==> src/rtl/i2c_target.sv <==
// I2C target with a single 7-bit address: byte-level write strobes and read requests,
// repeated START support, open-drain SDA via sda_oe. SCL/SDA are oversampled on clk.
module i2c_target #(
    parameter logic [6:0] ADDR        = 7'h42,
    parameter int         SYNC_STAGES = 2
) (
    input  logic       clk,
    input  logic       rst,
    input  logic       scl_in,
    input  logic       sda_in,
    output logic       sda_oe,
    output logic [7:0] rx_data,
    output logic       rx_valid,
    output logic       tx_req,
    input  logic [7:0] tx_data,
    output logic       addressed,
    output logic       busy
);

    typedef enum logic [2:0] {
        S_IDLE,
        S_ADDR,
        S_ACK_ADDR,
        S_WR_DATA,
        S_ACK_WR,
        S_RD_DATA,
        S_RD_ACK,
        S_IGNORE
    } state_t;

    // Synchronisers reset to the idle bus level so reset release creates no edges
    logic [SYNC_STAGES-1:0] r_scl_sync;
    logic [SYNC_STAGES-1:0] r_sda_sync;
    logic                   r_scl_hist;
    logic                   r_sda_hist;

    always_ff @(posedge clk or posedge rst) begin
        if (rst) begin
            r_scl_sync <= '1;
            r_sda_sync <= '1;
            r_scl_hist <= 1'b1;
            r_sda_hist <= 1'b1;
        end else begin
            r_scl_sync <= {r_scl_sync[SYNC_STAGES-2:0], scl_in};
            r_sda_sync <= {r_sda_sync[SYNC_STAGES-2:0], sda_in};
            r_scl_hist <= r_scl_sync[SYNC_STAGES-1];
            r_sda_hist <= r_sda_sync[SYNC_STAGES-1];
        end
    end

    logic w_scl;
    logic w_sda;
    logic w_scl_rise;
    logic w_scl_fall;
    logic w_start;
    logic w_stop;

    assign w_scl      = r_scl_sync[SYNC_STAGES-1];
    assign w_sda      = r_sda_sync[SYNC_STAGES-1];
    assign w_scl_rise = w_scl & ~r_scl_hist;
    assign w_scl_fall = ~w_scl & r_scl_hist;
    // SCL must be high in both samples so an SCL edge is never mistaken for START/STOP
    assign w_start    = w_scl & r_scl_hist & r_sda_hist & ~w_sda;
    assign w_stop     = w_scl & r_scl_hist & ~r_sda_hist & w_sda;

    state_t     r_state;
    logic [2:0] r_bit_cnt;
    logic [7:0] r_shift;
    logic       r_rw;
    logic       r_byte_done;
    logic       r_sda_oe;
    logic [7:0] r_rx_data;
    logic       r_rx_valid;
    logic       r_addressed;
    logic       r_busy;

    state_t     w_state_nxt;
    logic [2:0] w_bit_cnt_nxt;
    logic [7:0] w_shift_nxt;
    logic       w_rw_nxt;
    logic       w_byte_done_nxt;
    logic       w_sda_oe_nxt;
    logic [7:0] w_rx_data_nxt;
    logic       w_rx_valid_nxt;
    logic       w_addressed_nxt;
    logic       w_busy_nxt;
    logic       w_tx_req;
    logic [7:0] w_shift_in;

    assign w_shift_in = {r_shift[6:0], w_sda};

    always_ff @(posedge clk or posedge rst) begin
        if (rst) begin
            r_state     <= S_IDLE;
            r_bit_cnt   <= 3'd0;
            r_shift     <= 8'd0;
            r_rw        <= 1'b0;
            r_byte_done <= 1'b0;
            r_sda_oe    <= 1'b0;
            r_rx_data   <= 8'd0;
            r_rx_valid  <= 1'b0;
            r_addressed <= 1'b0;
            r_busy      <= 1'b0;
        end else begin
            r_state     <= w_state_nxt;
            r_bit_cnt   <= w_bit_cnt_nxt;
            r_shift     <= w_shift_nxt;
            r_rw        <= w_rw_nxt;
            r_byte_done <= w_byte_done_nxt;
            r_sda_oe    <= w_sda_oe_nxt;
            r_rx_data   <= w_rx_data_nxt;
            r_rx_valid  <= w_rx_valid_nxt;
            r_addressed <= w_addressed_nxt;
            r_busy      <= w_busy_nxt;
        end
    end

    // r_byte_done marks "8th bit sampled, waiting for the SCL fall that opens the ACK slot"
    // (in RD_ACK it marks "master ACK sampled, waiting for the fall to reload").
    always_comb begin
        w_state_nxt     = r_state;
        w_bit_cnt_nxt   = r_bit_cnt;
        w_shift_nxt     = r_shift;
        w_rw_nxt        = r_rw;
        w_byte_done_nxt = r_byte_done;
        w_sda_oe_nxt    = r_sda_oe;
        w_rx_data_nxt   = r_rx_data;
        w_rx_valid_nxt  = 1'b0;
        w_addressed_nxt = r_addressed;
        w_busy_nxt      = r_busy;
        w_tx_req        = 1'b0;

        if (w_start) begin
            w_state_nxt     = S_ADDR;
            w_bit_cnt_nxt   = 3'd0;
            w_byte_done_nxt = 1'b0;
            w_sda_oe_nxt    = 1'b0;
            w_busy_nxt      = 1'b1;
            w_addressed_nxt = 1'b0;
        end else if (w_stop) begin
            w_state_nxt     = S_IDLE;
            w_bit_cnt_nxt   = 3'd0;
            w_byte_done_nxt = 1'b0;
            w_sda_oe_nxt    = 1'b0;
            w_busy_nxt      = 1'b0;
            w_addressed_nxt = 1'b0;
        end else begin
            case (r_state)
                S_IDLE: begin
                end
                S_ADDR: begin
                    if (w_scl_rise) begin
                        w_shift_nxt   = w_shift_in;
                        w_bit_cnt_nxt = r_bit_cnt + 3'd1;
                        if (r_bit_cnt == 3'd7) w_byte_done_nxt = 1'b1;
                    end else if (w_scl_fall && r_byte_done) begin
                        w_byte_done_nxt = 1'b0;
                        if (r_shift[7:1] == ADDR) begin
                            w_state_nxt     = S_ACK_ADDR;
                            w_sda_oe_nxt    = 1'b1;
                            w_addressed_nxt = 1'b1;
                            w_rw_nxt        = r_shift[0];
                        end else begin
                            w_state_nxt = S_IGNORE;
                        end
                    end
                end
                S_ACK_ADDR: begin
                    if (w_scl_fall) begin
                        w_bit_cnt_nxt = 3'd0;
                        if (r_rw) begin
                            w_state_nxt  = S_RD_DATA;
                            w_tx_req     = 1'b1;
                            w_shift_nxt  = tx_data;
                            w_sda_oe_nxt = ~tx_data[7];
                        end else begin
                            w_state_nxt  = S_WR_DATA;
                            w_sda_oe_nxt = 1'b0;
                        end
                    end
                end
                S_WR_DATA: begin
                    if (w_scl_rise) begin
                        w_shift_nxt   = w_shift_in;
                        w_bit_cnt_nxt = r_bit_cnt + 3'd1;
                        if (r_bit_cnt == 3'd7) begin
                            w_byte_done_nxt = 1'b1;
                            w_rx_data_nxt   = w_shift_in;
                            w_rx_valid_nxt  = 1'b1;
                        end
                    end else if (w_scl_fall && r_byte_done) begin
                        w_state_nxt     = S_ACK_WR;
                        w_sda_oe_nxt    = 1'b1;
                        w_byte_done_nxt = 1'b0;
                    end
                end
                S_ACK_WR: begin
                    if (w_scl_fall) begin
                        w_state_nxt   = S_WR_DATA;
                        w_sda_oe_nxt  = 1'b0;
                        w_bit_cnt_nxt = 3'd0;
                    end
                end
                S_RD_DATA: begin
                    if (w_scl_fall) begin
                        w_bit_cnt_nxt = r_bit_cnt + 3'd1;
                        if (r_bit_cnt == 3'd7) begin
                            w_state_nxt     = S_RD_ACK;
                            w_sda_oe_nxt    = 1'b0;
                            w_byte_done_nxt = 1'b0;
                        end else begin
                            w_shift_nxt  = {r_shift[6:0], 1'b0};
                            w_sda_oe_nxt = ~r_shift[6];
                        end
                    end
                end
                S_RD_ACK: begin
                    if (w_scl_rise) begin
                        if (w_sda) begin
                            w_state_nxt  = S_IGNORE;
                            w_sda_oe_nxt = 1'b0;
                        end else begin
                            w_byte_done_nxt = 1'b1;
                        end
                    end else if (w_scl_fall && r_byte_done) begin
                        w_state_nxt     = S_RD_DATA;
                        w_byte_done_nxt = 1'b0;
                        w_tx_req        = 1'b1;
                        w_shift_nxt     = tx_data;
                        w_sda_oe_nxt    = ~tx_data[7];
                        w_bit_cnt_nxt   = 3'd0;
                    end
                end
                S_IGNORE: begin
                    w_sda_oe_nxt = 1'b0;
                end
                default: begin
                    w_state_nxt  = S_IDLE;
                    w_sda_oe_nxt = 1'b0;
                end
            endcase
        end
    end

    assign sda_oe    = r_sda_oe;
    assign rx_data   = r_rx_data;
    assign rx_valid  = r_rx_valid;
    assign tx_req    = w_tx_req;
    assign addressed = r_addressed;
    assign busy      = r_busy;

endmodule

==> config.mk <==
export PLATFORM = sky130hd
export DESIGN_NAME = i2c_target
export DESIGN_NICKNAME = d
export VERILOG_FILES = /design/src/rtl/i2c_target.sv
export SDC_FILE = /design/constraint.sdc
export NUM_CORES = 1
export LEC_CHECK = 0
export BUFFER_PORTS_ARGS = -buffer_cell sky130_fd_sc_hd__buf_2
export CAP_MARGIN = 10
export CORE_UTILIZATION = 50
export CTS_CLUSTER_DIAMETER = 120
export DETAILED_ROUTE_END_ITERATION = 8
export PLACE_DENSITY = 0.67
export REMOVE_ABC_BUFFERS = 1
export SETUP_SLACK_MARGIN = 0.1
export SLEW_MARGIN = 40
export SYNTH_ARGS = -nofsm -noshare
export SYNTH_HDL_FRONTEND = slang
export SYNTH_SLANG_ARGS = --single-unit
==> constraint.sdc <==
create_clock -name clk -period 2.15 [get_ports clk]
set_input_delay 0.215 -clock clk [delete_from_list [all_inputs] [get_ports clk]]
set_output_delay 0.215 -clock clk [all_outputs]
set_load 0.02 [all_outputs]
== Word level (Yosys, flattened, before mapping) ==
Index checks and enable logic that the tools add are counted.
Widths: inputs -> output; s select.

* $add $sub $neg: 1
* Multiply operators: 0
* Div/mod/pow operators: 0
* Order comparisons: 0
* Equal/unequal tests: 34
* Shifts and indexed selects: 0
* Mux-type cells: 75
* Bitwise operators: 16
* Reduce and logical (&&, ||, !) cells: 20

{| class="wikitable"
|+ Operators with widths
! operator !! number
|-
| $mux 3 || 22
|-
| $mux 8 || 7
|-
| $ne 4x4->1 const B || 11
|-
| $mux 1 || 40
|-
| $pmux 8 s4 || 1
|-
| $reduce_and 11->1 || 2
|-
| $pmux 3 s6 || 1
|-
| $eq 3x3->1 const B || 5
|-
| $ne 5x5->1 const B || 3
|-
| $ne 2x2->1 const B || 6
|-
| $pmux 3 s4 || 1
|-
| $reduce_and 6->1 || 2
|-
| $reduce_and 10->1 || 1
|-
| $reduce_and 5->1 || 2
|-
| $not 1->1 || 9
|-
| $reduce_bool 3->1 || 3
|-
| $reduce_bool 9->1 || 1
|-
| $ne 4x1->1 const B || 2
|-
| $reduce_bool 8->1 || 1
|-
| $and 1x1->1 || 7
|-
| $eq 7x7->1 const B || 1
|-
| $pmux 1 s7 || 1
|-
| $eq 3x2->1 const B || 2
|-
| $reduce_bool 6->1 || 1
|-
| 13 further kinds || 14
|}

* Flip-flop bits (word level): 34
* Latch bits: 0
* Memory bits (writable): 0
* Memory bits (read-only): 0
* Input port bits: 12
* Output and inout bits: 13
* Word-level logic and storage cells: 160
* Memories kept: 0

== Depth between registers and ports, before layout ==
Gate-level depths: netlist of run 1.

* Word-level depth: 8
* Gate-level depth with buffers: 8
* Gate-level depth less buffers: 7

== Least setup slack after synthesis of run 1 ==
No wires, ideal clock.

* Kind: reg2reg
* Start: register r_state[0]
* End: register r_shift[6]
* Setup time: 0.136 ns
* Data arrival time: 1.909 ns
* Data required time: 2.014 ns
* Path slack: 0.106 ns
* Cell stages (with the launch flop): 8
* Buffers on the path: 2
* Period minus slack after synthesis: 2.044 ns
* Path through: dfrtp_1 > buf_6 > and2b_1 > nor3b_1 > a21oi_1 > buf_2 > nand2_1 > o21ai_1

* Word-level cells in the longest chain between the ends: 4
* Elaborated cells between the ends (all ways): 16
* Classes of those cells: eq/ne: 12; mux: 1; reduce/logical: 3

{| class="wikitable"
|+ RTL lines
! what !! line !! text
|-
| start, declared || 66 || <nowiki>state_t r_state;</nowiki>
|-
| start signal, assigned || 105 || <nowiki>r_state <= w_state_nxt;</nowiki>
|-
| $eq 3x2->1 / $eq 3x1->1 (equally long branches) || 148 || <nowiki>case (r_state)</nowiki>
|-
| $reduce_or 2->1 (no line) || - ||
|-
| $ne 2x1->1 (no line) / $reduce_bool 4->1 (equally long branches) || - ||
|-
| $reduce_and 10->1 (no line) || - ||
|-
| end signal, assigned || 107 || <nowiki>r_shift <= w_shift_nxt;</nowiki>
|-
| end, declared || 68 || <nowiki>logic [7:0] r_shift;</nowiki>
|}

Several ways; a longest one is shown, not always the timed one.
A chain may end at the register's enable or synchronous reset.

== Worst setup path in the final report of run 1 ==
* Start: register r_shift[1]
* End: register r_rw

* Word-level cells in the longest chain between the ends: 2

{| class="wikitable"
|+ RTL lines
! what !! line !! text
|-
| $eq 7x7->1 || 158 || <nowiki>if (r_shift[7:1] == ADDR) begin</nowiki>
|-
| $reduce_and 6->1 (no line) || - ||
|-
| end signal, assigned || 108 || <nowiki>r_rw <= w_rw_nxt;</nowiki>
|-
| end, declared || 69 || <nowiki>logic r_rw;</nowiki>
|}

No other way between the ends.

==> flow_summary.yaml, run 1 <==
synth:
  synth-simple-area-share_pct: 19.9
  synth_cell_types: 45
  ys_ff_latch: 34
  yosysSeqAreaShare_pct: 48.7
  ys.flop_type: "dfrtp_1"
  syn-instance-count: 169
  ys_warn_count: 0
  synthArstFlopShare_pct: 100
  synthXorXnorAreaFrac_pct: 0.496
  synth_compound_area_share_pct: 13.6
  synthMuxAreaShare_pct: 12.6
  syn_area_um2: 1760
  synth_edf_count: 0
  synth_top_family_by_area: "simple AND/OR/NAND/NOR gates"
  synth.avg_cell_area_um2: 10.4
  synthAdderAreaFrac_pct: 1.42
floorplanning:
  die_h_um: 61.4
  core_area_um2: 3360
  start_util_pct: 52.5
  rows: 21
  die_area_um2: 3770
  die_w_um: 61.4
  num_io_pins: 25
routing:
  first_iter_violations: 64
  wl_mm: 3.87
  vias: 1407
  avgViaCountPerCell: 5.47
  drc_errors: 0
  drtPass1Iterations: 4
  ant_nets: 0
  avgRoutedWirePerCell_um: 15.1
place:
  place_congestion: 0.942
  io_buffers: 24
  place_ws_ps: 37.7
  placed_cells_incl_taps: 243
  dp_hpwl_mm: 2.78
clock_network:
  cts-root-buf: "clkbuf_4"
  cts_made_buffers: 5
  clkTransAtPathRegs_ps: 100
  ctsLongestPathBuffers: 2
  insertion_delay_ps: 340
  cts_sinks: 34
  htree_levels: 2
  cts_tree: "yes"
final_layout:
  layout_common_cells: "27 x dfrtp_1, 24 x buf_2, 20 x nand2_1"
  fin_nets: 224
  stdcell_count: 257
  area_growth_pct: 22.7
  drive_gt1_share_pct: 34.1
  final_common_cell: "dfrtp_1"
  diodes: 0
power:
  powerDensity_nw_per_um2: 1230
  p_leak_nw: 1.05
  irDropWorstVdd_mv: 0.614
sta:
  worst_slew_pin_slew_ps: 606
  worst_slack_ps: 182
  setup_tns_ps: 0
  finClkSkew_ps: 9.29
  period_needed_ps: 1970
  grt_setup_unrepaired: "no"
  max-slew-margin-rel_pct: 59.6
  finalHoldViolCount: 0
  setup_violations: 0
  fmax_mhz: 508
  finalCritPeriodShare_pct: 91.5
  drv_slew: 0
critical_path:
  r2r-start: "r_shift[1]"
  cp-start-kind: "flip-flop"
  worstPathRequired_ps: 2380
  cp_max_fo: 4
  critPathKind: "flip-flop to flip-flop"
  endpoint_kind: "flip-flop"
  cp.arrival_ps: 2200
  worstSetupStartpoint: "r_shift[1]"
global_route:
  track_usage_pct: 24.4
  grt_pass1_vias: 1428
  grt_max_degree: 35
  antenna_found_initial: 0
  overflow: 0
  grt_pass1_wl_mm: 6.56
hold_path:
  min_path_type: "primary input to flip-flop"
  hp-start: "tx_data[3]"
run_status:
  outcome: "complete, no violations"
job:
  maxCapViolCount: 0
cell families after synthesis:
group / Yosys count
buf+inv: 12
xor+xnor: 1
fa+ha+maj: 2
simple gates: 60
mux: 21
compound gates: 39
flops: 34
report_power, final:
part / internal, W / switching, W / total (W) / leakage, nW
sequential: 0.000799 / 0.000179 / 0.000978 / 0.425
clock: 0.000364 / 0.000227 / 0.000591 / 0.0554
combinational: 0.000508 / 0.000596 / 0.00110 / 0.572
stage by stage:
step | util [%] | hold WS, ps | total power, W | instance area [um^2]
finish | 64.4 | 159 | 0.00267 | 2160
global route | 64.4 | 151 | 0.00286 | 2160
CTS | 64.2 | 148 | 0.00268 | 2160
detailed placement | 59.3 | 321 | 0.00205 | 1990
global placement | 59.2 | 323 | 0.00199 | 1990
floorplan | - | 219 | 0.00174 | 1720
registers in the layout, indices dropped and copies added (netlist names):
name,cells
r_scl_hist,1
r_state,3
r_sda_sync,2
addressed,1
r_byte_done,1
r_bit_cnt,3
r_sda_hist,1
sda_oe,1
rx_valid,1
r_rw,1
rx_data,8
r_shift,8
busy,1
r_scl_sync,2
worst max-delay path: stages (launching register included):
cell     delay, ps
dfrtp_1        430
or4b_4         510
nor4b_4        280
nand2_2        120
nor3_4         190
mux2_1         330
Yosys cell counts (2+ instances only):
master / n / area share (%)
nor2b_1: 4 / 1.4
nor3b_1: 2 / 0.85
nand2b_1: 5 / 1.8
nor3_2: 2 / 1.1
nand2_1: 20 / 4.3
a31oi_1: 2 / 0.71
ha_1: 2 / 1.4
o21ai_1: 14 / 4.0
mux2i_1: 11 / 6.2
nor4b_1: 2 / 0.99
clkbuf_1: 3 / 0.64
nor3_1: 4 / 1.1
a21oi_1: 9 / 2.6
buf_2: 4 / 1.1
nand4b_1: 2 / 0.99
o21ai_0: 3 / 0.85
nor2_2: 2 / 0.71
mux2_2: 8 / 5.1
nor2_1: 8 / 1.7
dfstp_2: 6 / 8.9
dfrtp_1: 28 / 40
mux2_1: 2 / 1.3
inv_1: 4 / 0.85
timing repair:
item	CTS	global route
hold buffers	3	0
resized for setup	1	2
setup endpoints to repair	1	5
setup buffers	3	0
hold endpoints to repair	30	0
pin swaps	1	1
cloned	0	0
worst paths after layout:
kind                                 end  slack (ps)  cells past startpoint
setup / recovery                    r_rw         180                      5
hold / removal                r_shift[3]         160                      3
setup reg to reg                    r_rw         180                      5
hold reg to reg            r_sda_sync[1]         360                      0
max in group asynchronous  r_scl_sync[1]        1310                      4
min in group asynchronous   r_bit_cnt[1]         500                      4
area by class of cell:
cell class / instances / area, um^2
clock inverters: 3 / 68.8
clock buffers: 5 / 37.5
flip-flops and latches: 34 / 860
fillers: 284 / 1200
repair buffers: 42 / 263
inverters: 4 / 15.0
well taps: 46 / 57.6
multi-input cells: 123 / 863
metal layers:
layer	global-route usage [%]	vias to the layer above	wire, um
li1	-	687	-
met1	31.3	664	1790
met2	39.8	54	1850
met3	6.72	2	214
met4	8.57	0	19
met5	0	-	0
Power figures use the tool's default switching activity.
==> run 2, diff against run 1 <==
Settings changed: CELL_PAD_IN_SITES_DETAIL_PLACEMENT set to 1, CELL_PAD_IN_SITES_GLOBAL_PLACEMENT set to 2, CORE_UTILIZATION 50 to 36, PLACE_DENSITY 0.67 to 0.74.
==> flow_summary.yaml, run 2 (synthesized netlist as in run 1, its figures left out) <==
sta:
  worst_slack_ps: 209
  drv_slew: 0
  finClkSkew_ps: 9.37
  fmax_mhz: 515
  finalHoldViolCount: 0
  setup_violations: 0
  max-slew-margin-rel_pct: 55.0
  finalCritPeriodShare_pct: 90.3
  setup_tns_ps: 0
  worst_slew_pin_slew_ps: 675
  grt_setup_unrepaired: "no"
  period_needed_ps: 1940
clock_network:
  htree_levels: 2
  ctsLongestPathBuffers: 2
  cts_made_buffers: 5
  insertion_delay_ps: 290
  cts_sinks: 34
  cts_tree: "yes"
  clkTransAtPathRegs_ps: 80
  cts-root-buf: "clkbuf_8"
  ctsHoldBuffers: 0
place:
  io_buffers: 24
  place_area_um2: 2040
  place_congestion: 0.904
  place_ws_ps: 9.99
  dp_hpwl_mm: 3.35
final_layout:
  seq_area_um2: 858
  stdcell_area_um2: 2190
  fin_nets: 227
  multiInputGateArea_um2: 867
  n_fill_cell: 547
  area_growth_pct: 24.3
  final_common_cell: "dfrtp_1"
  diodes: 0
  layout_common_cells: "28 x dfrtp_1, 24 x buf_2, 21 x buf_4"
  post-route-util_pct: 46.4
  drive_gt1_share_pct: 36.0
global_route:
  overflow: 0
  track_usage_pct: 19.6
  grt_max_degree: 35
  grt_pass1_vias: 1581
  antenna_found_initial: 0
  grt_pass1_wl_mm: 7.64
critical_path:
  cp_max_fo: 4
  endpoint_kind: "flip-flop"
  crit_buf_inv: 0
  cp_slowest_cell: "dfstp_2"
  critPathKind: "flip-flop to flip-flop"
  worstPathRequired_ps: 2320
  path_cells: "xnor2_1, a21boi_1, nor2_1, nor3_2, mux2_1"
  cp.arrival_ps: 2110
  cp-start-kind: "flip-flop"
  cpPeakStageDelay_ps: 550
  cp_top_family: "flip-flops"
floorplanning:
  die_h_um: 72.0
  core_area_um2: 4720
  num_io_pins: 25
  start_util_pct: 37.4
  rows: 25
  die_area_um2: 5180
  die_w_um: 72.0
run_status:
  outcome: "complete, no violations"
power:
  irDropWorstVdd_mv: 0.409
  p_leak_nw: 1.06
  total_power_w: 0.00269
  powerDensity_nw_per_um2: 1230
routing:
  drtPass1Iterations: 4
  wl_mm: 4.51
  drc_errors: 0
  ant_nets: 0
  vias: 1439
  avgViaCountPerCell: 5.12
  first_iter_violations: 74
  avgRoutedWirePerCell_um: 16.1
hold_path:
  min_path_type: "primary input to asynchronous set/reset pin"
job:
  maxCapViolCount: 0
[run 2: worst paths after layout]
kind | start | end | slack, ps | depth (start not counted)
max | r_sda_hist | r_bit_cnt[0] | 210 | 5
min | rst | busy | 20 | 3
max reg2reg | r_sda_hist | r_bit_cnt[0] | 210 | 5
min reg2reg | r_scl_sync[0] | r_scl_sync[1] | 370 | 0
max in group asynchronous | rst | r_scl_sync[1] | 1790 | 3
min in group clk | sda_in | r_sda_sync[0] | 20 | 1
[run 2: what timing repair did]
action / 4_1_cts / 5_1_grt
setup endpoints to repair: 1 / 6
setup buffers: 3 / 3
gates resized for setup: 1 / 2
endpoints found under the hold margin: 0 / 0
pin swaps: 1 / 3
[run 2: per-stage QoR]
stage | std cells | hold slack [ps]
after global placement | 267 | 323
after global routing | 281 | 5.18
final | 281 | 16.8
after CTS | 278 | 14.0
after floorplan | 161 | 219
after detailed placement | 267 | 326
[run 2: final cells by class]
| type | count | area share [%] |
|---|---|---|
| repair buffers | 45 | 12.7 |
| clock inverters | 1 | 0.228 |
| clock buffers | 7 | 3.94 |
| inverters | 4 | 0.685 |
| flip-flops and latches | 34 | 39.1 |
| well taps | 67 | 3.82 |
| multi-input cells | 123 | 39.5 |
[run 2: worst reg2reg max path, delay by kind of cell (launching register included)]
family / cells / cell delay, ps
flops: 1 / 550
simple gates: 2 / 430
compound gates: 1 / 370
mux: 1 / 360
xor+xnor: 1 / 120
[run 2: power breakdown]
| group | internal (W) | total [W] | leakage (nW) | switching [W] |
|---|---|---|---|---|
| clock | 0.000258 | 0.000490 | 0.0482 | 0.000232 |
| combinational | 0.000578 | 0.00124 | 0.590 | 0.000667 |
| sequential | 0.000799 | 0.000959 | 0.426 | 0.000161 |
[run 2: metal layers]
layer  global-route usage [%]  share of wire [%]
met1                     25.8                 47
met2                     32.1                 48
met3                     2.78                3.0
met4                     9.37                1.9
met5                        0                  0
